### src/rtl/uart_msg_ctrl_pkg.sv
// rtl/uart_msg_ctrl_pkg.sv - UART register addresses and controller state encodings
package uart_msg_ctrl_pkg;

    localparam logic [1:0] TX_DATA_ADDR  = 2'd0;
    localparam logic [1:0] RX_DATA_ADDR  = 2'd1;
    localparam logic [1:0] FREQ_DIV_ADDR = 2'd2;

    typedef enum logic [2:0] {
        ST_IDLE     = 3'd0,
        ST_CFG_REQ  = 3'd1,
        ST_CFG_REL  = 3'd2,
        ST_GAP      = 3'd3,
        ST_SEND_REQ = 3'd4,
        ST_SEND_REL = 3'd5
    } ctrl_state_e;

endpackage

### src/rtl/msg_buf.sv
// rtl/msg_buf.sv - DEPTH x 8 message register file, sync write, async read
module msg_buf #(
    parameter int DEPTH = 16
) (
    input  logic                     clk,
    input  logic                     reset,
    input  logic                     we,
    input  logic [$clog2(DEPTH)-1:0] waddr,
    input  logic [7:0]               wdata,
    input  logic [$clog2(DEPTH)-1:0] raddr,
    output logic [7:0]               rdata
);

    logic [7:0] mem_q [DEPTH];
    logic [7:0] mem_d [DEPTH];

    // Next contents: one byte replaced when the write strobe is up.
    always_comb begin
        mem_d = mem_q;
        if (we) begin
            mem_d[waddr] = wdata;
        end
    end

    // Storage register; reset clears every byte.
    always_ff @(posedge clk or posedge reset) begin
        if (reset) begin
            mem_q <= '{default: 8'h00};
        end else begin
            mem_q <= mem_d;
        end
    end

    assign rdata = mem_q[raddr];

endmodule

### src/rtl/uart_msg_ctrl.sv
// rtl/uart_msg_ctrl.sv - UART register-bus master for divider setup and paced message transmit
module uart_msg_ctrl
    import uart_msg_ctrl_pkg::*;
#(
    parameter int DEPTH    = 16,
    parameter int BYTE_GAP = 12800
) (
    input  logic                     clk,
    input  logic                     reset,
    input  logic                     load_we,
    input  logic [$clog2(DEPTH)-1:0] load_addr,
    input  logic [7:0]               load_data,
    input  logic                     start,
    input  logic [$clog2(DEPTH):0]   len,
    input  logic                     cfg_we,
    input  logic [7:0]               cfg_divider,
    input  logic                     abort,
    output logic                     busy,
    output logic                     done,
    output logic [$clog2(DEPTH):0]   sent_cnt,
    output logic [1:0]               wb_addr,
    output logic [7:0]               wb_data_out,
    output logic                     wb_we,
    output logic                     wb_stb,
    output logic                     wb_clk,
    input  logic                     wb_ack
);

    localparam int AW = $clog2(DEPTH);
    localparam int LW = AW + 1;

    ctrl_state_e state_q, state_d;
    logic [7:0]  divider_q, divider_d;
    logic [LW-1:0] len_q, len_d;
    logic [LW-1:0] sent_cnt_q, sent_cnt_d;
    logic [AW-1:0] idx_q, idx_d;
    logic [15:0] gap_cnt_q, gap_cnt_d;
    logic        abort_flag_q, abort_flag_d;
    logic        busy_q, busy_d;
    logic        done_q, done_d;
    logic        wb_stb_q, wb_stb_d;
    logic [1:0]  wb_addr_q, wb_addr_d;
    logic [7:0]  wb_data_out_q, wb_data_out_d;
    logic [7:0]  buf_rdata;

    msg_buf #(.DEPTH(DEPTH)) u_msg_buf (
        .clk   (clk),
        .reset (reset),
        .we    (load_we && (state_q == ST_IDLE)),
        .waddr (load_addr),
        .wdata (load_data),
        .raddr (idx_q),
        .rdata (buf_rdata)
    );

    // Next state plus registered bus outputs derived from the state being entered.
    always_comb begin
        state_d      = state_q;
        divider_d    = divider_q;
        len_d        = len_q;
        sent_cnt_d   = sent_cnt_q;
        idx_d        = idx_q;
        abort_flag_d = abort_flag_q;
        done_d       = 1'b0;
        // Pacing counter keeps running in IDLE so the gap also spans separate messages.
        gap_cnt_d    = (gap_cnt_q == 16'd0) ? 16'd0 : gap_cnt_q - 16'd1;

        if (state_q != ST_IDLE && abort) begin
            abort_flag_d = 1'b1;
        end

        case (state_q)
            ST_IDLE: begin
                if (cfg_we) begin
                    divider_d = cfg_divider;
                    state_d   = ST_CFG_REQ;
                end else if (start) begin
                    if (len != '0) begin
                        len_d        = (len > LW'(DEPTH)) ? LW'(DEPTH) : len;
                        sent_cnt_d   = '0;
                        idx_d        = '0;
                        abort_flag_d = 1'b0;
                        state_d      = ST_GAP;
                    end else begin
                        done_d = 1'b1;
                    end
                end
            end
            ST_CFG_REQ: begin
                if (wb_ack) begin
                    state_d = ST_CFG_REL;
                end
            end
            ST_CFG_REL: begin
                if (!wb_ack) begin
                    done_d  = 1'b1;
                    state_d = ST_IDLE;
                end
            end
            ST_GAP: begin
                if (abort_flag_q) begin
                    done_d  = 1'b1;
                    state_d = ST_IDLE;
                end else if (gap_cnt_q == 16'd0) begin
                    state_d = ST_SEND_REQ;
                end
            end
            ST_SEND_REQ: begin
                if (wb_ack) begin
                    gap_cnt_d = 16'(BYTE_GAP - 1);
                    state_d   = ST_SEND_REL;
                end
            end
            ST_SEND_REL: begin
                if (!wb_ack) begin
                    idx_d      = idx_q + 1'b1;
                    sent_cnt_d = sent_cnt_q + 1'b1;
                    if (sent_cnt_d == len_q) begin
                        done_d  = 1'b1;
                        state_d = ST_IDLE;
                    end else begin
                        state_d = ST_GAP;
                    end
                end
            end
            default: state_d = ST_IDLE;
        endcase

        busy_d        = (state_d != ST_IDLE);
        wb_stb_d      = (state_d == ST_CFG_REQ) || (state_d == ST_SEND_REQ);
        wb_addr_d     = wb_addr_q;
        wb_data_out_d = wb_data_out_q;
        if (state_d == ST_CFG_REQ) begin
            wb_addr_d     = FREQ_DIV_ADDR;
            wb_data_out_d = divider_d;
        end else if (state_d == ST_SEND_REQ) begin
            wb_addr_d     = TX_DATA_ADDR;
            wb_data_out_d = buf_rdata;
        end
    end

    // State and output registers; reset drops the strobe immediately.
    always_ff @(posedge clk or posedge reset) begin
        if (reset) begin
            state_q       <= ST_IDLE;
            divider_q     <= 8'h00;
            len_q         <= '0;
            sent_cnt_q    <= '0;
            idx_q         <= '0;
            gap_cnt_q     <= 16'd0;
            abort_flag_q  <= 1'b0;
            busy_q        <= 1'b0;
            done_q        <= 1'b0;
            wb_stb_q      <= 1'b0;
            wb_addr_q     <= 2'd0;
            wb_data_out_q <= 8'h00;
        end else begin
            state_q       <= state_d;
            divider_q     <= divider_d;
            len_q         <= len_d;
            sent_cnt_q    <= sent_cnt_d;
            idx_q         <= idx_d;
            gap_cnt_q     <= gap_cnt_d;
            abort_flag_q  <= abort_flag_d;
            busy_q        <= busy_d;
            done_q        <= done_d;
            wb_stb_q      <= wb_stb_d;
            wb_addr_q     <= wb_addr_d;
            wb_data_out_q <= wb_data_out_d;
        end
    end

    assign busy        = busy_q;
    assign done        = done_q;
    assign sent_cnt    = sent_cnt_q;
    assign wb_stb      = wb_stb_q;
    assign wb_clk      = wb_stb_q;
    assign wb_addr     = wb_addr_q;
    assign wb_data_out = wb_data_out_q;
    assign wb_we       = 1'b0;

endmodule

### config.mk
export PLATFORM = sky130hd
export DESIGN_NAME = uart_msg_ctrl
export DESIGN_NICKNAME = d
export VERILOG_FILES = /design/src/rtl/uart_msg_ctrl_pkg.sv /design/src/rtl/msg_buf.sv /design/src/rtl/uart_msg_ctrl.sv
export SDC_FILE = /design/constraint.sdc
export NUM_CORES = 1
export LEC_CHECK = 0
export CORE_MARGIN = 2
export CORE_UTILIZATION = 40
export DETAILED_ROUTE_END_ITERATION = 12
export HOLD_SLACK_MARGIN = 0.15
export MAX_ROUTING_LAYER = met4
export PLACE_DENSITY_LB_ADDON = 0.25
export SLEW_MARGIN = 30
export SYNTH_ARGS = -nofsm -noshare
export SYNTH_HDL_FRONTEND = slang
export SYNTH_SLANG_ARGS = --single-unit
### constraint.sdc
create_clock -name clk -period 8.85 [get_ports clk]
set_input_delay 1.77 -clock clk [delete_from_list [all_inputs] [get_ports clk]]
set_output_delay 1.77 -clock clk [all_outputs]
set_load 0.02 [all_outputs]
==> out/results.tsv, run 1 <==
metric	value	unit
vias per std cell	5.509	
Critical Path Fanout Max	17	
post-layout minimum cycle time	4.392	ns
DR vias	5366	
PD cells	290.1	nW/um^2
Yosys cell types	51	
CP cell instances	clkdlybuf4s50_1 > or4_4 > o2111a_2 > a2111oi_4 > and2_1 > a211oi_1 > mux2_2	
Synth Area in XOR/XNOR	2.596	%
largest family of logic cells by synthesized area	multiplexers	
worst hold path type	flop to flop	
min-delay src	divider_q[4]$_DFF_PP0_	
ANT nets after route	0	
status	completed	
asr flop ratio synth	100.0	%
fin nets	722	
Clock Path Buffers	2	
Synth Register Bits	182	
CTS resizes	0	
width of the die	150.9	microns
initial DRC count	269	
Period Utilization, post-route	49.62	%
FP Rows	53	
Crit. End Element	flop	
Synth Area in Compound Gates	5.904	%
mux cell area share after synthesis	28.10	%
commonest non-fill, non-tap cell in the layout	dfrtp_1	
TritonCTS Sinks	182	
area delta synth->final	14.64	%
hpwl dp	12950	microns
worst r2r src	sent_cnt[0]$_DFFE_PP0P_	
DRC errors left	0	
clk_lat worst skew	0.44	ns
initial core utilization	40.90	%
mean area per synthesized cell	13.21	sq um
Setup TNS Final	0	ns
worst slew pin tran	0.9906	ns
maxcap violations	0	
clock skew	0.009878	ns
slowest CP cell	a2111oi_4	
Post-CTS Hold Buffers	0	
peak supply drop	0.1496	mV
CTS tree	yes	
Die Y	150.9	microns
synthesized cell area	8626	sq um
# H-tree levels	4	
TritonCTS buffer count	17	
global route overflow	0	
first-pass GRT wire length	31170	microns
Synth warnings	0	
CP peak stage delay	0.76	ns
DR WL/cell	19.82	microns
total track usage	18.74	%
share of layout cells above drive strength 1	30.76	%
CP Launch Point	len[0]	
CP startpoint kind	primary input	
Placer Congestion	0.7673	
Core Area	21090	sq um
CP Class	primary input to flop	
final hold violation count	0	
ys flop type	dfrtp_1	
adder and majority gate portion of the synthesized area	0.5802	%
Ports	52	
final setup fails	0	
post-synthesis cell count	653	
cell taking the most area after synthesis	dfrtp_1	
leak pwr	0.004244	uW
worst slack, placed	4.039	ns
dominant cells by area after synthesis	dfrtp_1, mux2_2, mux4_2	
Slew Limit Fails	0	
Clock Tree Root	clkbuf_16	
simple-gate portion of the synthesized area	7.267	%
initial antenna violation count	0	
Max Clk Rate	0.2277	GHz
1st-pass router iterations	7	
most frequent cells in the layout	dfrtp_1, mux2_2, clkdlybuf4s50_1	
Yosys top cell area share	52.80	%
Fillers	1844	
number of global-route vias before repair	5635	
n_diodes	0	
Post-CTS Setup Inserts	0	
EDFF count, synth	0	
Required @ worst endpoint	9.17	ns
R2R Setup Slk	5.85	ns
hold slack final	0.5008	ns
largest net degree at the start of global routing	115	
die area	22760	sq um
register area share after synthesis	52.80	%
Slew HR	33.83	%
DRT Wirelength	19310	microns
WP data arrival	4.71	ns
RSZ-0062 raised after global routing	no	
input/output buffers	49	
Clock Pin Slew Worst Setup and Hold Paths	0.07	ns
Final Worst Setup Slack	4.458	ns
[through the flow]
step	cell area [sq um]	util (%)	power, uW	cells
after global routing	9888	46.89	3039	974
after CTS	9886	46.88	2893	974
final	9888	46.89	2868	974
after global placement	9323	44.21	2101	942
after floorplan	8630	-	1919	654
after detailed placement	9323	44.21	2163	942
[final cells by class]
cell class	count	area, sq um	share of cell area, %
Multi-Input combinational cell	418	3841	38.85
Timing Repair Buffer	54	528.0	5.340
Tap cell	275	344.1	3.480
Inverter	13	56.30	0.5694
Sequential cell	182	4556	46.07
Clock inverter	15	137.6	1.392
Clock buffer	17	425.4	4.302
[worst max-delay path: cells and delay by family]
family,cells,cell delay (ns)
buffers and inverters,1,0.42
and+or+nand+nor,2,0.99
AOI/OAI and AO/OA,3,1.25
muxes,1,0.28
[layer usage]
| metal | GRT usage [%] | wire, microns | vias to the layer above |
|---|---|---|---|
| met1 | 24.39 | 8934 | 2846 |
| met2 | 30.61 | 9573 | 86 |
| met3 | 3.855 | 599 | 15 |
| met5 | - | 0 | - |
| li1 | - | - | 2419 |
| met4 | 4.112 | 199 | 0 |
[report_power, final]
part	internal, uW	switching, uW
clock	372	356
sequential	1160	177
combinational	475	329
[final timing paths]
path,endpoint,cells past startpoint
max in group asynchronous,u_msg_buf.mem_q[5]$_DFFE_PP0P_,3
min in group asynchronous,idx_q[0]$_DFFE_PP0P_,2
worst max register to register,wb_data_out[4]$_DFFE_PP0P_,7
worst min-delay path,divider_q[4]$_DFF_PP0_,2
worst max-delay path,wb_data_out[0]$_DFFE_PP0P_,7
worst min register to register,divider_q[4]$_DFF_PP0_,2
[flip-flops by register name (all words and copies together) (netlist names)]
register,flops
sent_cnt,5
busy,1
len_q,5
state_q,3
u_msg_buf.mem_q,128
done,1
wb_data_out,8
idx_q,4
wb_clk,1
wb_addr,1
divider_q,8
abort_flag_q,1
gap_cnt_q,16
[logic make-up (layout without fill, tap and decap cells)]
family | Yosys count | count (layout)
other | 1 | 2
buffers and inverters | 54 | 99
multiplexers | 185 | 185
AO/OA/AOI/OAI | 79 | 79
adder cells (fa/ha/maj) | 4 | 4
XOR/XNOR | 24 | 24
flip-flops | 182 | 182
AND/OR/NAND/NOR | 124 | 124
[cells in the mapped netlist (all sizes together) (2+ instances only)]
library cell	number
dfrtp	182
mux2	137
nand2	44
mux4	32
clkbuf	30
o21ai	30
nor2	22
a21oi	20
nor2b	17
mux2i	16
inv	13
xor2	13
buf	11
xnor2	10
a211o	8
a211oi	8
and3	6
nand2b	6
ha	4
nor3	4
or3	4
nand3	3
nand3b	3
nor4	3
o31ai	3
a32oi	2
and2	2
nand4	2
nor3b	2
o21bai	2
Note: power is estimated with default switching activity, not from simulation.
==> run 2: changes to the inputs <==
==> constraint.sdc (replaced) <==
create_clock -name clk -period 4.1 [get_ports clk]
set_input_delay 0.82 -clock clk [delete_from_list [all_inputs] [get_ports clk]]
set_output_delay 0.82 -clock clk [all_outputs]
set_load 0.02 [all_outputs]
==> run 2 against run 1 <==
Setup slack got worse by 3.5 ns. Critical path depth unchanged. Register-to-register slack got worse by 4.8 ns. Critical path type unchanged. Highest routed layer unchanged.
==> out/results.tsv, run 2 (same netlist as run 1, synthesis figures left out) <==
metric	value	unit	change
status	completed		unchanged
TritonCTS buffer count	17		unchanged
RSZ-0062 raised after global routing	no		unchanged
clock skew	0.01074	ns	was 0.009878 ns
Critical Path Fanout Max	9		was 17
worst slack, placed	0.6194	ns	was 4.039 ns
n_diodes	0		unchanged
Ports	52		unchanged
CTS resizes	0		unchanged
Largest Register	u_msg_buf.mem_q		unchanged
flip-flop count of the largest register after layout	128		unchanged
largest net degree at the start of global routing	61		was 115
initial DRC count	210		was 269
Crit. End Element	flop		unchanged
initial core utilization	40.90	%	unchanged
worst hold path type	flop to flop		unchanged
DRT Wirelength	19100	microns	was 19310 microns
Post-CTS Setup Inserts	0		unchanged
first-pass GRT wire length	30700	microns	was 31170 microns
DR vias	5359		was 5366
global route overflow	0		unchanged
final hold violation count	0		unchanged
DRC errors left	0		unchanged
final setup fails	0		unchanged
PD cells	623.9	nW/um^2	was 290.1 nW/um^2
WP data arrival	3.40	ns	was 4.71 ns
Period Utilization, post-route	75.44	%	
initial antenna violation count	0		unchanged
Clock Path Buffers	2		unchanged
Setup TNS Final	0	ns	unchanged
post-layout minimum cycle time	3.093	ns	
1st-pass router iterations	5		was 7
die area	22760	sq um	unchanged
CP Class	primary input to flop		unchanged
Core Area	21090	sq um	unchanged
DR WL/cell	19.39	microns	was 19.82 microns
Post-CTS Hold Buffers	0		unchanged
FP Rows	53		unchanged
width of the die	150.9	microns	unchanged
clk_lat worst skew	0.43	ns	was 0.44 ns
Fillers	1883		was 1844
biggest regs	u_msg_buf.mem_q x128, gap_cnt_q x16		unchanged
Placer Congestion	0.7783		was 0.7673
Required @ worst endpoint	4.40	ns	was 9.17 ns
Final Worst Setup Slack	1.007	ns	was 4.458 ns
maxcap violations	0		unchanged
Die Y	150.9	microns	unchanged
peak supply drop	0.2845	mV	was 0.1496 mV
leak pwr	0.004313	uW	was 0.004244 uW
worst slew pin tran	0.9465	ns	was 0.9906 ns
vias per std cell	5.441		was 5.509
CTS tree	yes		unchanged
fin nets	733		was 722
ANT nets after route	0		unchanged
hpwl dp	13110	microns	was 12950 microns
Max Clk Rate	0.3233	GHz	
total track usage	18.38	%	was 18.74%
TritonCTS Sinks	182		unchanged
CP startpoint kind	primary input		unchanged
number of global-route vias before repair	5592		was 5635
Clock Tree Root	clkbuf_16		unchanged
Clock Pin Slew Worst Setup and Hold Paths	0.06	ns	was 0.07 ns
Slew Limit Fails	0		unchanged
share of layout cells above drive strength 1	31.83	%	was 30.76%
commonest non-fill, non-tap cell in the layout	dfrtp_1		unchanged
input/output buffers	49		unchanged
Slew HR	36.90	%	was 33.83%
most frequent cells in the layout	dfrtp_1, mux2_2, clkdlybuf4s50_1		unchanged
# H-tree levels	4		unchanged
area delta synth->final	16.06	%	was 14.64%
## run 2: cell count changes in the layout (fill, tap and decap cells not counted)
| cell | previous run | this run |
|---|---|---|
| inv_8 | 5 | 0 |
| clkinvlp_4 | 3 | 4 |
| clkinv_4 | 1 | 2 |
| clkinv_8 | 1 | 0 |
| buf_12 | 0 | 2 |
| clkbuf_8 | 0 | 3 |
| bufinv_16 | 0 | 1 |
| buf_4 | 5 | 14 |
## run 2: layer usage
layer / GRT usage (%) / vias to the layer above / share of wire, %
met4: 5.794 / 0 / 1.7
met5: - / - / 0
met3: 3.283 / 22 / 3.5
met1: 23.63 / 2783 / 46
met2: 29.89 / 109 / 49
li1: - / 2445 / -
## run 2: worst paths after layout
path	cells past startpoint	slack (ns)	startpoint	end
max	7	1.01	len[0]	wb_data_out[6]$_DFFE_PP0P_
min	2	0.50	divider_q[1]$_DFF_PP0_	divider_q[1]$_DFF_PP0_
max reg2reg	7	1.06	sent_cnt[0]$_DFFE_PP0P_	wb_data_out[6]$_DFFE_PP0P_
min reg2reg	2	0.50	divider_q[1]$_DFF_PP0_	divider_q[1]$_DFF_PP0_
max in group asynchronous	3	2.47	reset	gap_cnt_q[3]$_DFF_PP0_
min in group asynchronous	2	0.83	reset	idx_q[0]$_DFFE_PP0P_
## run 2: metrics by stage
stage               area [sq um]  hold WS (ns)  total power [uW]  utilization, %  instances
detailed placement          9429        0.4799              4677           44.71        953
CTS                        10010        0.4977              6292           47.47        985
floorplan                   8633        0.4471              4142               -        654
global route               10010        0.5145              6595           47.47        985
finish                     10010        0.4977              6246           47.47        985
global placement            9429        0.4816              4550           44.71        953
## run 2: worst max-delay path, cell delays in order
cell	delay [ns]
clkdlybuf4s50_1	0.42
or4_4	0.57
o2111a_2	0.36
a31oi_1	0.17
o21ai_0	0.17
a21oi_2	0.48
mux2_2	0.40
## run 2: area by class of cell
| cell class | count | area, sq um | share of cell area [%] |
|---|---|---|---|
| clock inverters | 12 | 115.1 | 1.150 |
| well taps | 275 | 344.1 | 3.437 |
| repair buffers | 65 | 635.6 | 6.349 |
| multi-input cells | 418 | 3841 | 38.37 |
| flip-flops and latches | 182 | 4556 | 45.51 |
| clock buffers | 20 | 466.7 | 4.662 |
| inverters | 13 | 52.55 | 0.5249 |
## run 2: power breakdown
part	internal, uW	switching (uW)
Combinational	1040	707
Sequential	2510	388
Clock	894	711
==> run 3: changes to the inputs <==
==> constraint.sdc (replaced) <==
create_clock -name clk -period 3.2 [get_ports clk]
set_input_delay 0.64 -clock clk [delete_from_list [all_inputs] [get_ports clk]]
set_output_delay 0.64 -clock clk [all_outputs]
set_load 0.02 [all_outputs]
==> run 3 against run 2 <==
Flip-flop and latch count stayed put. Final area rose by 0.41%. Utilization increased by 0.20 points. Clock skew decreased by 0.0018 ns. Non-clock buffer count grew 6. Sequential share of layout area decreased by 0.19 points.
==> out/results.tsv, run 3 (same netlist as run 1, synthesis figures left out) <==
metric	value	unit	change
Die Y	150.9	microns	unchanged
Required @ worst endpoint	3.50	ns	was 4.40 ns
CTS resizes	0		unchanged
largest net degree at the start of global routing	61		unchanged
CP cell instances	clkdlybuf4s50_1 > or4_4 > o2111a_2 > a2111oi_4 > and2_1 > a211oi_1 > mux2_2		was clkdlybuf4s50_1 > or4_4 > o2111a_2 > a31oi_1 > o21ai_0 > a21oi_2 > mux2_2
DR WL/cell	19.43	microns	was 19.39 microns
RSZ-0062 raised after global routing	no		unchanged
width of the die	150.9	microns	unchanged
Placer Congestion	0.8205		was 0.7783
Clock Pin Slew Worst Setup and Hold Paths	0.06	ns	about the same
# H-tree levels	4		unchanged
area delta synth->final	16.54	%	was 16.06%
min-delay src	u_msg_buf.mem_q[0]$_DFFE_PP0P_		was divider_q[1]$_DFF_PP0_
Period Utilization, post-route	85.05	%	
clk_lat worst skew	0.43	ns	about the same
WHS Path Cells	1		was 2
CP Class	primary input to flop		unchanged
Ports	52		unchanged
clock skew	0.008922	ns	was 0.01074 ns
FP Rows	53		unchanged
n_diodes	0		unchanged
Slew HR	34.03	%	was 36.90%
Worst Hold Endpoint	u_msg_buf.mem_q[0]$_DFFE_PP0P_		was divider_q[1]$_DFF_PP0_
Critical R2R Capture	wb_data_out[2]$_DFFE_PP0P_		was wb_data_out[6]$_DFFE_PP0P_
worst hold path type	flop to flop		unchanged
Sw Ratio	28.75	%	was 28.92%
Setup TNS Final	0	ns	unchanged
initial antenna violation count	0		unchanged
initial DRC count	327		was 210
DRC errors left	0		unchanged
biggest regs	u_msg_buf.mem_q x128, gap_cnt_q x16		unchanged
hpwl dp	13310	microns	was 13110 microns
Core Area	21090	sq um	unchanged
post-layout minimum cycle time	2.722	ns	
commonest non-fill, non-tap cell in the layout	dfrtp_1		unchanged
Largest Register	u_msg_buf.mem_q		unchanged
global route overflow	0		unchanged
Clk pwr share	25.0	%	was 25.7%
PD cells	795.3	nW/um^2	was 623.9 nW/um^2
CP startpoint kind	primary input		unchanged
DRT Wirelength	19220	microns	was 19100 microns
Internal	5697	uW	was 4440 uW
TritonCTS buffer count	17		unchanged
Post-Layout Cell Count	989		was 985
worst path bufs/invs	1		unchanged
Max Clk Rate	0.3674	GHz	
initial core utilization	40.90	%	unchanged
final setup fails	0		unchanged
fin nets	739		was 733
CTS tree	yes		unchanged
Reg power frac	46.3	%	about the same
Clock Path Buffers	2		unchanged
Slew Limit Fails	0		unchanged
WP data arrival	3.02	ns	was 3.40 ns
vias per std cell	5.357		was 5.441
leak pwr	0.004331	uW	was 0.004313 uW
total track usage	18.55	%	was 18.38%
Crit. End Element	flop		unchanged
share of layout cells above drive strength 1	32.21	%	was 31.83%
placed cells	959		was 953
TritonCTS Sinks	182		unchanged
Post-CTS Setup Inserts	0		unchanged
peak supply drop	0.3590	mV	was 0.2845 mV
switching pwr	2298	uW	was 1807 uW
1st-pass router iterations	4		was 5
CP top delay family	simple AND/OR/NAND/NOR gates		was compound AO/OA/AOI/OAI gates
die area	22760	sq um	unchanged
CP peak stage delay	0.56	ns	was 0.57 ns
Clock Tree Root	clkbuf_16		unchanged
ANT nets after route	0		unchanged
most frequent cells in the layout	dfrtp_1, mux2_2, clkdlybuf4s50_1		unchanged
Post-CTS Hold Buffers	0		unchanged
first-pass GRT wire length	30840	microns	was 30700 microns
number of global-route vias before repair	5611		was 5592
worst slew pin tran	0.9895	ns	was 0.9465 ns
input/output buffers	49		unchanged
Logic pwr share	28.7	%	was 28.0%
Critical Path Fanout Max	9		unchanged
flip-flop count of the largest register after layout	128		unchanged
status	completed		unchanged
maxcap violations	0		unchanged
DR vias	5298		was 5359
final hold violation count	0		unchanged
r2r worst-path depth	6		was 7
slowest CP cell	or4_4		unchanged
worst r2r src	idx_q[2]$_DFFE_PP0P_		was sent_cnt[0]$_DFFE_PP0P_
R2R Setup Slk	0.65	ns	was 1.06 ns
-- run 3: how the worst max path moves through the flow --
stage                start                    endpoint  depth (start not counted)
finish              len[0]  wb_data_out[5]$_DFFE_PP0P_                          7
global route        len[0]  wb_data_out[5]$_DFFE_PP0P_                          7
CTS                 len[0]  wb_data_out[5]$_DFFE_PP0P_                          7
detailed placement  len[0]  wb_data_out[5]$_DFFE_PP0P_                          7
global placement    len[0]  wb_data_out[1]$_DFFE_PP0P_                          7
floorplan            reset      abort_flag_q$_DFF_PP0_                          1
-- run 3: stage by stage --
stage	hold WS (ns)	area (sq um)	util [%]	power, uW	setup slack, ns
final	0.5013	10050	47.67	7995	0.4784
after global routing	0.5150	10050	47.67	8454	0.4000
after CTS	0.5039	10050	47.67	8067	0.4916
after detailed placement	0.4868	9487	44.99	6036	0.07075
after global placement	0.4819	9487	44.99	5871	0.1176
after floorplan	0.4471	8633	-	5308	0.2234
-- run 3: area by class of cell --
class,instances,area [sq um]
clock buffers,20,466.7
clock inverters,10,98.84
fillers,1812,11040
inverters,13,52.55
multi-input cells,418,3841
flip-flops and latches,182,4556
well taps,275,344.1
repair buffers,71,693.2
-- run 3: power by group through the flow --
stage               Combinational (uW)  Sequential [uW]  Clock [uW]
floorplan                         1690             3620           0
global placement                  2220             3650           0
detailed placement                2300             3740           0
CTS                               2310             3700        2050
global route                      2490             3800        2160
finish                            2290             3700        2000
-- run 3: per-layer routing --
metal / vias to the layer above / share of wire (%) / global-route usage (%)
li1: 2451 / - / -
met1: 2736 / 45 / 23.88
met2: 100 / 50 / 30.39
met3: 11 / 4.3 / 3.675
met4: 0 / 0.86 / 4.813
met5: - / 0 / -
